**src/rtl/stopwatch_pkg.sv**
```systemverilog
// rtl/stopwatch_pkg.sv - shared button FSM state type and default 50 MHz timing constants
package stopwatch_pkg;

  typedef enum logic [1:0] {
    RELEASED,
    CHECK_PRESS,
    PRESSED,
    CHECK_RELEASE
  } btn_state_t;

  localparam int DB_CYCLES_50M   = 500_000;
  localparam int LONG_CYCLES_50M = 100_000_000;

endpackage

```
**src/rtl/debounce_channel.sv**
```systemverilog
// rtl/debounce_channel.sv - one key: 2-flop synchroniser, debounce FSM, press pulse, optional long-press pulse
module debounce_channel
  import stopwatch_pkg::*;
#(
  parameter int DB_CYCLES   = DB_CYCLES_50M,
  parameter int LONG_CYCLES = LONG_CYCLES_50M,
  parameter bit LONG_EN     = 1'b1
) (
  input  logic clk,
  input  logic reset,
  input  logic key_n,
  output logic level,
  output logic press,
  output logic long_press
);

  localparam int DW = $clog2(DB_CYCLES + 1);
  localparam logic [DW-1:0] DB_ONE  = DW'(1);
  localparam logic [DW-1:0] DB_LAST = DW'(DB_CYCLES - 1);

  logic          sync_meta;
  logic          sync_q;
  btn_state_t    state;
  btn_state_t    state_next;
  logic [DW-1:0] db_cnt;
  logic [DW-1:0] db_cnt_next;
  logic          level_next;
  logic          press_next;

  always_ff @(posedge clk) begin
    if (reset) begin
      sync_meta <= 1'b1;
      sync_q    <= 1'b1;
      state     <= RELEASED;
      db_cnt    <= '0;
      level     <= 1'b1;
      press     <= 1'b0;
    end else begin
      sync_meta <= key_n;
      sync_q    <= sync_meta;
      state     <= state_next;
      db_cnt    <= db_cnt_next;
      level     <= level_next;
      press     <= press_next;
    end
  end

  // The sample must still match on the final counting cycle, else the change is rejected.
  always_comb begin
    state_next  = state;
    db_cnt_next = db_cnt;
    level_next  = level;
    press_next  = 1'b0;
    case (state)
      RELEASED: begin
        if (!sync_q) begin
          state_next  = CHECK_PRESS;
          db_cnt_next = DB_ONE;
        end
      end
      CHECK_PRESS: begin
        if (sync_q) begin
          state_next  = RELEASED;
          db_cnt_next = '0;
        end else if (db_cnt == DB_LAST) begin
          state_next  = PRESSED;
          db_cnt_next = '0;
          level_next  = 1'b0;
          press_next  = 1'b1;
        end else begin
          db_cnt_next = db_cnt + DB_ONE;
        end
      end
      PRESSED: begin
        if (sync_q) begin
          state_next  = CHECK_RELEASE;
          db_cnt_next = DB_ONE;
        end
      end
      CHECK_RELEASE: begin
        if (!sync_q) begin
          state_next  = PRESSED;
          db_cnt_next = '0;
        end else if (db_cnt == DB_LAST) begin
          state_next  = RELEASED;
          db_cnt_next = '0;
          level_next  = 1'b1;
        end else begin
          db_cnt_next = db_cnt + DB_ONE;
        end
      end
      default: begin
        state_next  = RELEASED;
        db_cnt_next = '0;
      end
    endcase
  end

  generate
    if (LONG_EN) begin : g_long
      localparam int LW = $clog2(LONG_CYCLES + 1);
      localparam logic [LW-1:0] LONG_ONE  = LW'(1);
      localparam logic [LW-1:0] LONG_LAST = LW'(LONG_CYCLES - 1);

      logic [LW-1:0] long_cnt;
      logic          long_q;

      // Saturating at LONG_LAST limits clear to one pulse per press; a release bounce keeps the count.
      always_ff @(posedge clk) begin
        if (reset) begin
          long_cnt <= '0;
          long_q   <= 1'b0;
        end else begin
          long_q <= 1'b0;
          if (press_next) begin
            long_cnt <= '0;
          end else if ((state == PRESSED || state == CHECK_RELEASE) && long_cnt != LONG_LAST) begin
            long_cnt <= long_cnt + LONG_ONE;
            long_q   <= (long_cnt + LONG_ONE == LONG_LAST);
          end
        end
      end

      assign long_press = long_q;
    end else begin : g_no_long
      assign long_press = 1'b0;
    end
  endgenerate

endmodule

```
**src/rtl/stopwatch_buttons.sv**
```systemverilog
// rtl/stopwatch_buttons.sv - conditions the start_stop and hold keys feeding the Stopwatch core
module stopwatch_buttons
  import stopwatch_pkg::*;
#(
  parameter int DB_CYCLES   = DB_CYCLES_50M,
  parameter int LONG_CYCLES = LONG_CYCLES_50M
) (
  input  logic CLK_50,
  input  logic reset,
  input  logic start_stop_key_n,
  input  logic hold_key_n,
  output logic start_stop,
  output logic hold,
  output logic start_stop_press,
  output logic hold_press,
  output logic clear_req
);

  logic hold_long_unused;

  debounce_channel #(
    .DB_CYCLES  (DB_CYCLES),
    .LONG_CYCLES(LONG_CYCLES),
    .LONG_EN    (1'b1)
  ) u_start_stop (
    .clk       (CLK_50),
    .reset     (reset),
    .key_n     (start_stop_key_n),
    .level     (start_stop),
    .press     (start_stop_press),
    .long_press(clear_req)
  );

  debounce_channel #(
    .DB_CYCLES  (DB_CYCLES),
    .LONG_CYCLES(LONG_CYCLES),
    .LONG_EN    (1'b0)
  ) u_hold (
    .clk       (CLK_50),
    .reset     (reset),
    .key_n     (hold_key_n),
    .level     (hold),
    .press     (hold_press),
    .long_press(hold_long_unused)
  );

endmodule

```
**config.mk**
```make
export PLATFORM = sky130hd
export DESIGN_NAME = stopwatch_buttons
export DESIGN_NICKNAME = d
export VERILOG_FILES = /design/src/rtl/stopwatch_pkg.sv /design/src/rtl/debounce_channel.sv /design/src/rtl/stopwatch_buttons.sv
export SDC_FILE = /design/constraint.sdc
export NUM_CORES = 1
export LEC_CHECK = 0
export BUFFER_PORTS_ARGS = -buffer_cell sky130_fd_sc_hd__buf_2
export CAP_MARGIN = 10
export CORE_MARGIN = 5
export CORE_UTILIZATION = 29
export DETAILED_ROUTE_END_ITERATION = 10
export SYNTH_ARGS = -nofsm -noshare
export SYNTH_HDL_FRONTEND = slang
export SYNTH_SLANG_ARGS = --single-unit
export TNS_END_PERCENT = 100
```
**constraint.sdc**
```tcl
create_clock -name CLK_50 -period 2.5 [get_ports CLK_50]
set_clock_uncertainty 0.1 [all_clocks]
set_input_delay 0.125 -clock CLK_50 [delete_from_list [all_inputs] [get_ports CLK_50]]
set_output_delay 0.125 -clock CLK_50 [all_outputs]
set_load 0.01 [all_outputs]
```
==> impl_metrics.json, run 1 <==
{
  "synth-async-reset-ratio": 0,
  "crit_chain": "or4b_2 > nor4_1 > and3_1 > a21o_1 > buf_12 > a21oi_1",
  "via_count": 4216,
  "drt_wl_total_um": 10500,
  "cts_root_buf": "clkbuf_16",
  "synth-edff-count": 0,
  "layoutNonFillerInstCount": 740,
  "slowest_stage": "or4b_2",
  "drc": 0,
  "synth_nets": 545,
  "min_path_type": "primary input to flop",
  "post_cts_resized": 0,
  "syn2layout_area_growth_pct": 16.0,
  "max_stage_delay_ns": 0.68,
  "rows": 44,
  "wl_per_cell_um": 14.2,
  "cts_tree": "done",
  "clk_latency_ns": 0.34,
  "slew-limit-headroom": 0.618,
  "cts.clk_slew.worst_paths_ns": 0.06,
  "antenna_found_initial": 0,
  "nFillCells": 1530,
  "initial_core_util": 0.295,
  "cp_max_fo": 27,
  "syn_area_mm2": 0.00429,
  "setup_viol": 0,
  "synth_cell_types": 54,
  "nets": 560,
  "die_w_um": 132,
  "port_buffers": 8,
  "grt_pass1_wl_um": 17900,
  "drtAntennaViolNets": 0,
  "final-hold-violation-count": 0,
  "ys_ff_latch": 78,
  "dp_cells": 723,
  "drt-vias-per-instance": 5.70,
  "place_congestion": 0.851,
  "synth_top_flop_cell": "dfxtp_1",
  "fin_crit_sh": 0.926,
  "path_class": "flop to flop",
  "place_hpwl_um": 7210,
  "antenna_cells": 0,
  "multi_input_area_mm2": 0.00253,
  "final_layout_size_suffix_gt1_frac": 0.129,
  "leakage_nw": 1.45,
  "cp-end-kind": "flop",
  "die_h_um": 132,
  "worstPathArrival_ns": 2.43,
  "fin_area_mm2": 0.00497,
  "period_minus_slack_ns": 2.32,
  "seq_area_mm2": 0.00156,
  "power_density_mw_per_mm2": 513,
  "syn_area_per_cell_um2": 7.99,
  "status": "complete, no violations",
  "dpl_cell_area_mm2": 0.00469,
  "cp.required_ns": 2.62,
  "clockBufferDepth": 2,
  "core-area_mm2": 0.0145,
  "ys_warn_count": 0,
  "gr-total-overflow": 0,
  "dieArea_mm2": 0.0173,
  "tritoncts.num_buffers": 9,
  "vdd_drop_max_uv": 329,
  "ios": 9,
  "cts-htree-levels": 3,
  "drt_iter0_drc": 394,
  "grt_pass1_vias": 3783,
  "dr.pass1.iters": 4,
  "fmax_mhz": 432,
  "max_slew.worst_pin.slew_ns": 0.568,
  "worstSetupStartpointType": "flop",
  "seq_area_frac_synth": 0.364,
  "maxCapViolCount": 0,
  "grt_use_total": 0.120,
  "setup_tns_ns": 0,
  "rsz0062_at_grt": "false",
  "cts.sinks": 78,
  "grt_max_degree": 55,
  "syn_inst": 537,
  "finalMaxSlewViolations": 0
}
==> synth_stat cells (all sizes together), types with 4 or more instances <==
| cell | instances | area (µm²) |
|---|---|---|
| dfxtp | 78 | 1560 |
| a21oi | 54 | 270 |
| nand2 | 53 | 199 |
| clkbuf | 32 | 120 |
| o21ai | 29 | 145 |
| nand3 | 28 | 140 |
| a311oi | 25 | 219 |
| nor2 | 23 | 86.3 |
| o31ai | 19 | 156 |
| nor3 | 18 | 90.1 |
| or4 | 18 | 139 |
| nand4 | 15 | 93.8 |
| nor4 | 12 | 75.1 |
| and3 | 11 | 68.8 |
| or3 | 11 | 68.8 |
| a41oi | 10 | 87.6 |
| buf | 9 | 57.6 |
| or2 | 8 | 50.1 |
| a211oi | 7 | 52.6 |
| inv | 7 | 26.3 |
| a31oi | 6 | 37.5 |
| and2 | 6 | 37.5 |
| and4 | 5 | 43.8 |
| nand2b | 5 | 31.3 |
| xnor2 | 5 | 43.8 |
| ha | 4 | 50.1 |
==> state kept, by name, indices dropped and copies added, names as in the netlist, named ones only <==
signal                        count
u_hold.db_cnt                    19
u_hold.level                      1
u_hold.press                      1
u_hold.state                      1
u_hold.sync_meta                  1
u_hold.sync_q                     1
u_start_stop.db_cnt              19
u_start_stop.g_long.long_cnt     27
u_start_stop.level                1
u_start_stop.long_press           1
u_start_stop.press                1
u_start_stop.state                1
u_start_stop.sync_meta            1
u_start_stop.sync_q               1
==> power by group <==
part	internal, mW	switching, mW
registers	1.25	0.0109
logic	0.0315	0.0547
clock network	0.664	0.535
==> per-layer routing <==
| layer | global-route usage | wire length [µm] | vias up |
|---|---|---|---|
| li1 | - | - | 2117 |
| met1 | 0.159 | 5040 | 2016 |
| met2 | 0.191 | 4950 | 73 |
| met3 | 0.0325 | 412 | 10 |
| met4 | 0.0366 | 116 | 0 |
| met5 | 0 | 0 | - |
==> layout make-up <==
type / count / share of cell area
clock inverters: 6 / 0.00780
flip-flops and latches: 78 / 0.314
repair buffers: 45 / 0.0725
clock buffers: 9 / 0.0453
well taps: 184 / 0.0463
inverters: 7 / 0.00528
multi-input cells: 411 / 0.509
==> worst max-delay path: cells and delay by family, from the launching register on <==
| family | cells | cell delay (ns) |
|---|---|---|
| AO/OA/AOI/OAI | 2 | 0.23 |
| buffers and inverters | 1 | 0.19 |
| flip-flops | 1 | 0.36 |
| AND/OR/NAND/NOR | 3 | 1.31 |
==> kinds of logic (layout without fill, tap and decap cells) <==
kind of cell / Yosys count / after routing / synth area share
AOI/OAI and AO/OA: 166 / 166 / 0.258
DFF: 78 / 78 / 0.364
and+or+nand+nor: 234 / 234 / 0.305
xor gates and xnor gates: 7 / 7 / 0.0143
adders and majority gates: 4 / 4 / 0.0117
buffers and inverters: 48 / 67 / 0.0476
==> metrics by stage <==
step	util	hold slack [ns]	worst slack (ns)	power, mW
after floorplan	-	0.129	0.137	1.35
after global placement	0.323	0.213	0.200	1.38
after detailed placement	0.323	0.214	0.187	1.38
after CTS	0.342	0.272	0.164	2.59
after global routing	0.342	0.311	0.0461	2.65
final	0.342	0.285	0.184	2.55
==> final timing paths <==
kind	startpoint	to	slack, ns	cells past startpoint
max	u_start_stop.db_cnt[6]$_SDFFE_PP0P_	u_start_stop.g_long.long_cnt[15]$_SDFFE_PP0N_	0.18	6
min	reset	u_hold.db_cnt[1]$_SDFFE_PP0P_	0.28	3
max reg2reg	u_start_stop.db_cnt[6]$_SDFFE_PP0P_	u_start_stop.g_long.long_cnt[15]$_SDFFE_PP0N_	0.18	6
min reg2reg	u_hold.sync_meta$_SDFF_PP1_	u_hold.sync_q$_SDFF_PP1_	0.31	1
==> what timing repair did <==
item | 4_1_cts | 5_1_grt
buffers inserted | 0 | 0
endpoints found under the hold margin | 2 | 0
hold buffers | 2 | 0
==> cell usage in the layout (no fill, tap or decap), types with 7 or more instances in the layout <==
| cell | n |
|---|---|
| dfxtp_1 | 78 |
| nand2_1 | 53 |
| a21oi_1 | 52 |
| buf_4 | 32 |
| o21ai_0 | 29 |
| nand3_1 | 28 |
| a311oi_1 | 25 |
| nor2_1 | 23 |
| nor3_1 | 18 |
| o31ai_1 | 18 |
| or4_1 | 17 |
| nand4_1 | 15 |
| nor4_1 | 12 |
| or3_1 | 11 |
| and3_1 | 11 |
| a41oi_1 | 10 |
| clkbuf_16 | 9 |
| or2_2 | 8 |
| buf_2 | 8 |
| a211oi_1 | 7 |
| inv_1 | 7 |
Power figures use the tool's default switching activity.
==> run 2: changes to the inputs <==
--- a/config.mk
+++ b/config.mk
@@ -8,7 +8,7 @@
 export BUFFER_PORTS_ARGS = -buffer_cell sky130_fd_sc_hd__buf_2
 export CAP_MARGIN = 10
 export CORE_MARGIN = 5
-export CORE_UTILIZATION = 29
+export CORE_UTILIZATION = 30
 export DETAILED_ROUTE_END_ITERATION = 10
 export SYNTH_ARGS = -nofsm -noshare
 export SYNTH_HDL_FRONTEND = slang
==> impl_metrics.json, run 2 (same netlist as run 1, synthesis figures left out) <==
{
  "status": "complete, no violations",
  "setup_viol": 0,
  "setup_tns_ns": 0,
  "slowest_stage": "or4b_2",
  "clockBufferDepth": 2,
  "drc": 0,
  "antenna_cells": 0,
  "place_congestion": 0.871,
  "final_util": 0.360,
  "drt_iter0_drc": 310,
  "period_minus_slack_ns": 2.39,
  "critPathBufInv": 1,
  "cts.clk_slew.worst_paths_ns": 0.07,
  "final_layout_size_suffix_gt1_frac": 0.134,
  "clk_latency_ns": 0.34,
  "max_slew.worst_pin.slew_ns": 0.588,
  "p_int_mw": 1.97,
  "cts.sinks": 78,
  "leakage_nw": 1.47,
  "wl_per_cell_um": 14.1,
  "worstSetupStartpointType": "flop",
  "switching_share": 0.242,
  "max_stage_delay_ns": 0.70,
  "layoutNonFillerInstCount": 738,
  "r2r_cells": 6,
  "cp.required_ns": 2.62,
  "maxCapViolCount": 0,
  "cts_root_buf": "clkbuf_16",
  "startpoint": "u_start_stop.db_cnt[6]$_SDFFE_PP0P_",
  "post_cts_buffers": 0,
  "dp_cells": 720,
  "grt_use_total": 0.130,
  "crit_chain": "or4b_2 > nor4_1 > and3_1 > a21o_1 > buf_12 > a21oi_1",
  "p_sw_uw": 630,
  "cts_tree": "done",
  "pwr-share-comb": 0.033,
  "r2r-start": "u_start_stop.db_cnt[6]$_SDFFE_PP0P_",
  "fin_area_mm2": 0.00501,
  "power_density_mw_per_mm2": 519,
  "grt_max_degree": 55,
  "min_path_type": "primary input to flop",
  "drt-vias-per-instance": 5.69,
  "cts-htree-levels": 3,
  "place_hpwl_um": 7120,
  "power_mw": 2.60,
  "via_count": 4199,
  "cp_top_family": "simple AND/OR/NAND/NOR gates",
  "port_buffers": 8,
  "largest_register_ffs": 27,
  "nets": 561,
  "die_w_um": 130,
  "worstPathArrival_ns": 2.51,
  "path_class": "flop to flop",
  "die_h_um": 130,
  "cp_max_fo": 27,
  "final-hold-violation-count": 0,
  "dr.pass1.iters": 5,
  "syn2layout_area_growth_pct": 16.9,
  "layout_commonest_cell": "dfxtp_1",
  "cp-end-kind": "flop",
  "drt_wl_total_um": 10400,
  "seq_power_share": 0.487,
  "core-area_mm2": 0.0139,
  "min_from": "reset",
  "hold_depth": 3,
  "rsz0062_at_grt": "false",
  "ios": 9,
  "vdd_drop_max_uv": 314,
  "initial_core_util": 0.308,
  "rows": 43,
  "layout_common_cells": "78 x dfxtp_1, 53 x nand2_1, 52 x a21oi_1",
  "grt_pass1_wl_um": 18200,
  "tritoncts.num_buffers": 9,
  "gr-total-overflow": 0,
  "largest-register": "u_start_stop.g_long.long_cnt",
  "grt_pass1_vias": 3853,
  "fin_crit_sh": 0.957,
  "dpl_cell_area_mm2": 0.00470,
  "fmax_mhz": 418,
  "antenna_found_initial": 0,
  "reg_top3": "u_start_stop.g_long.long_cnt: 27 flops, u_hold.db_cnt: 19 flops, u_start_stop.db_cnt: 19 flops",
  "slew-limit-headroom": 0.605,
  "dieArea_mm2": 0.0168,
  "drtAntennaViolNets": 0,
  "clkPwrFrac": 0.480,
  "finalMaxSlewViolations": 0,
  "crit_cells": 6
}
==> run 2: worst min-delay path, delay by kind of cell <==
kind          cells  cell delay (ns)
buf+inv           2             0.39
simple gates      1             0.15
==> run 2: per-layer routing <==
layer,vias to the layer above,part of all wire,GRT usage
li1,2108,-,-
met1,2011,0.49,0.175
met2,68,0.46,0.201
met3,12,0.039,0.0400
met4,0,0.013,0.0379
met5,-,0,0
==> run 2: cell type report <==
cell class / count / area (µm²)
clock buffers: 9 / 225
multi-input cells: 411 / 2540
flip-flops and latches: 78 / 1560
fillers: 1432 / 8920
clock inverters: 7 / 56.3
well taps: 180 / 225
inverters: 7 / 26.3
repair buffers: 46 / 380
==> run 2: power groups by stage <==
| stage | registers, mW | logic, mW | clock network, mW |
|---|---|---|---|
| 2_1_floorplan | 1.29 | 0.0587 | 0 |
| 3_3_place_gp | 1.29 | 0.0831 | 0 |
| 3_5_place_dp | 1.29 | 0.0856 | 0 |
| 4_1_cts | 1.27 | 0.0883 | 1.29 |
| 5_1_grt | 1.27 | 0.0975 | 1.35 |
| 6_report | 1.27 | 0.0870 | 1.25 |
==> run 2: path summary, 6_finish.rpt <==
check,to,slack (ns)
worst max-delay path,u_start_stop.g_long.long_cnt[8]$_SDFFE_PP0N_,0.11
worst min-delay path,u_start_stop.db_cnt[2]$_SDFFE_PP0P_,0.28
worst max register to register,u_start_stop.g_long.long_cnt[8]$_SDFFE_PP0N_,0.11
worst min register to register,u_hold.sync_q$_SDFF_PP1_,0.31
==> run 2: through the flow <==
| stage | setup WS [ns] | hold WS, ns |
|---|---|---|
| 2_1_floorplan | 0.137 | 0.129 |
| 3_3_place_gp | 0.126 | 0.209 |
| 3_5_place_dp | 0.110 | 0.212 |
| 4_1_cts | 0.0974 | 0.263 |
| 5_1_grt | 0.0303 | 0.300 |
| 6_report | 0.107 | 0.277 |
==> run 2: timing repair <==
| action | in CTS | in global routing |
|---|---|---|
| hold buffers | 2 | 0 |
| gates resized for setup | 0 | 1 |
| endpoints found under the setup margin | 0 | 2 |
| endpoints found under the hold margin | 2 | 0 |
==> run 3: changes to the inputs <==
--- a/config.mk
+++ b/config.mk
@@ -5,7 +5,7 @@
 export SDC_FILE = /design/constraint.sdc
 export NUM_CORES = 1
 export LEC_CHECK = 0
-export BUFFER_PORTS_ARGS = -buffer_cell sky130_fd_sc_hd__buf_2
+export BUFFER_PORTS_ARGS = -buffer_cell sky130_fd_sc_hd__clkbuf_2
 export CAP_MARGIN = 10
 export CORE_MARGIN = 5
 export CORE_UTILIZATION = 30
==> impl_metrics.json, run 3 (same netlist as run 1, synthesis figures left out) <==
{
  "core-area_mm2": 0.0139,
  "slowest_stage": "or4bb_1",
  "worst_slack_ns": 0.177,
  "worstSetupStartpointType": "flop",
  "ios": 9,
  "layout_common_cells": "78 x dfxtp_1, 53 x nand2_1, 52 x a21oi_1",
  "tritoncts.num_buffers": 9,
  "layout_commonest_cell": "dfxtp_1",
  "finalMaxSlewViolations": 0,
  "setup_viol": 0,
  "port_buffers": 8,
  "path_class": "flop to flop",
  "drt-vias-per-instance": 5.79,
  "drc": 0,
  "antenna_found_initial": 0,
  "worstPathArrival_ns": 2.44,
  "crit_chain": "or4bb_1 > nor4_1 > and3_1 > a21o_1 > buf_12 > a21oi_1",
  "die_h_um": 130,
  "nFillCells": 1426,
  "cp_top_family": "simple AND/OR/NAND/NOR gates",
  "drt_iter0_drc": 450,
  "cp.required_ns": 2.62,
  "dp_slack_ns": 0.164,
  "final_layout_size_suffix_gt1_frac": 0.135,
  "min_path_type": "primary input to flop",
  "grt_max_degree": 55,
  "power_density_mw_per_mm2": 560,
  "leakage_nw": 1.48,
  "reg_top3": "u_start_stop.g_long.long_cnt: 27 flops, u_hold.db_cnt: 19 flops, u_start_stop.db_cnt: 19 flops",
  "rsz0062_at_grt": "false",
  "grt_pass1_wl_um": 18700,
  "initial_core_util": 0.308,
  "cp-end-kind": "flop",
  "cts-htree-levels": 3,
  "antenna_cells": 0,
  "dp_cells": 719,
  "post_cts_buffers": 0,
  "final-hold-violation-count": 0,
  "drtAntennaViolNets": 0,
  "period_minus_slack_ns": 2.32,
  "dieArea_mm2": 0.0168,
  "largest-register": "u_start_stop.g_long.long_cnt",
  "critPathBufInv": 1,
  "cts_root_buf": "clkbuf_16",
  "fmax_mhz": 431,
  "cp_max_fo": 27,
  "clockBufferDepth": 2,
  "die_w_um": 130,
  "cts.clk_slew.worst_paths_ns": 0.06,
  "holdWs_ns": 0.261,
  "nets": 560,
  "syn2layout_area_growth_pct": 18.0,
  "layoutNonFillerInstCount": 737,
  "cts_tree": "done",
  "gr-total-overflow": 0,
  "cts.sinks": 78,
  "place_hpwl_um": 7330,
  "setup_tns_ns": 0,
  "rows": 43,
  "wl_per_cell_um": 14.8,
  "drt_wl_total_um": 10900,
  "dr.pass1.iters": 5,
  "max_stage_delay_ns": 0.53,
  "grt_pass1_vias": 3956,
  "largest_register_ffs": 27,
  "place_congestion": 0.853,
  "status": "complete, no violations",
  "fin_crit_sh": 0.929,
  "max_slew.worst_pin.slew_ns": 0.586,
  "slew-limit-headroom": 0.606,
  "clk_latency_ns": 0.34,
  "via_count": 4265,
  "maxCapViolCount": 0,
  "vdd_drop_max_uv": 355,
  "grt_use_total": 0.135
}
-- run 3: layout make-up --
type	instances	area (µm²)	area share
clock buffers	10	239	0.0472
clock inverters	6	92.6	0.0183
inverters	7	26.3	0.00519
multi-input cells	411	2540	0.502
flip-flops and latches	78	1560	0.309
well taps	180	225	0.0445
repair buffers	45	373	0.0737
-- run 3: where the power goes --
group          leakage, nW  switching [mW]  internal [mW]
sequential           0.630          0.0114           1.25
clock                0.156           0.570          0.909
combinational        0.696          0.0549         0.0317
total                 1.48           0.636           2.20
-- run 3: final timing paths --
| check | startpoint | end | slack, ns | cells after the start |
|---|---|---|---|---|
| setup / recovery | u_start_stop.db_cnt[13]$_SDFFE_PP0P_ | u_start_stop.g_long.long_cnt[21]$_SDFFE_PP0N_ | 0.18 | 6 |
| setup reg to reg | u_start_stop.db_cnt[13]$_SDFFE_PP0P_ | u_start_stop.g_long.long_cnt[21]$_SDFFE_PP0N_ | 0.18 | 6 |
| hold / removal | reset | u_hold.db_cnt[1]$_SDFFE_PP0P_ | 0.26 | 3 |
| hold reg to reg | u_hold.sync_meta$_SDFF_PP1_ | u_hold.sync_q$_SDFF_PP1_ | 0.31 | 1 |
-- run 3: per-stage QoR --
stage | utilization | total power [mW] | instance area [µm²]
after floorplan | - | 1.35 | 4290
after global placement | 0.337 | 1.38 | 4700
after detailed placement | 0.337 | 1.38 | 4700
after CTS | 0.362 | 2.86 | 5050
after global routing | 0.363 | 2.92 | 5060
final | 0.363 | 2.83 | 5060
-- run 3: metal layers --
metal / part of all wire / track usage / vias up
met5: 0 / 0 / -
met4: 0.020 / 0.0648 / 0
met3: 0.039 / 0.0264 / 17
met2: 0.45 / 0.206 / 87
met1: 0.49 / 0.183 / 2039
li1: - / - / 2122
-- run 3: timing repair --
action,CTS,global route
endpoints found under the hold margin,2,0
resized for setup,0,2
hold buffers,2,0
setup endpoints to repair,0,5
-- run 3: worst reg2reg max path, cell delays in order, from the launching register on --
cell	delay, ns
dfxtp_1	0.45
or4bb_1	0.53
nor4_1	0.45
and3_1	0.24
a21o_1	0.16
buf_12	0.18
a21oi_1	0.08
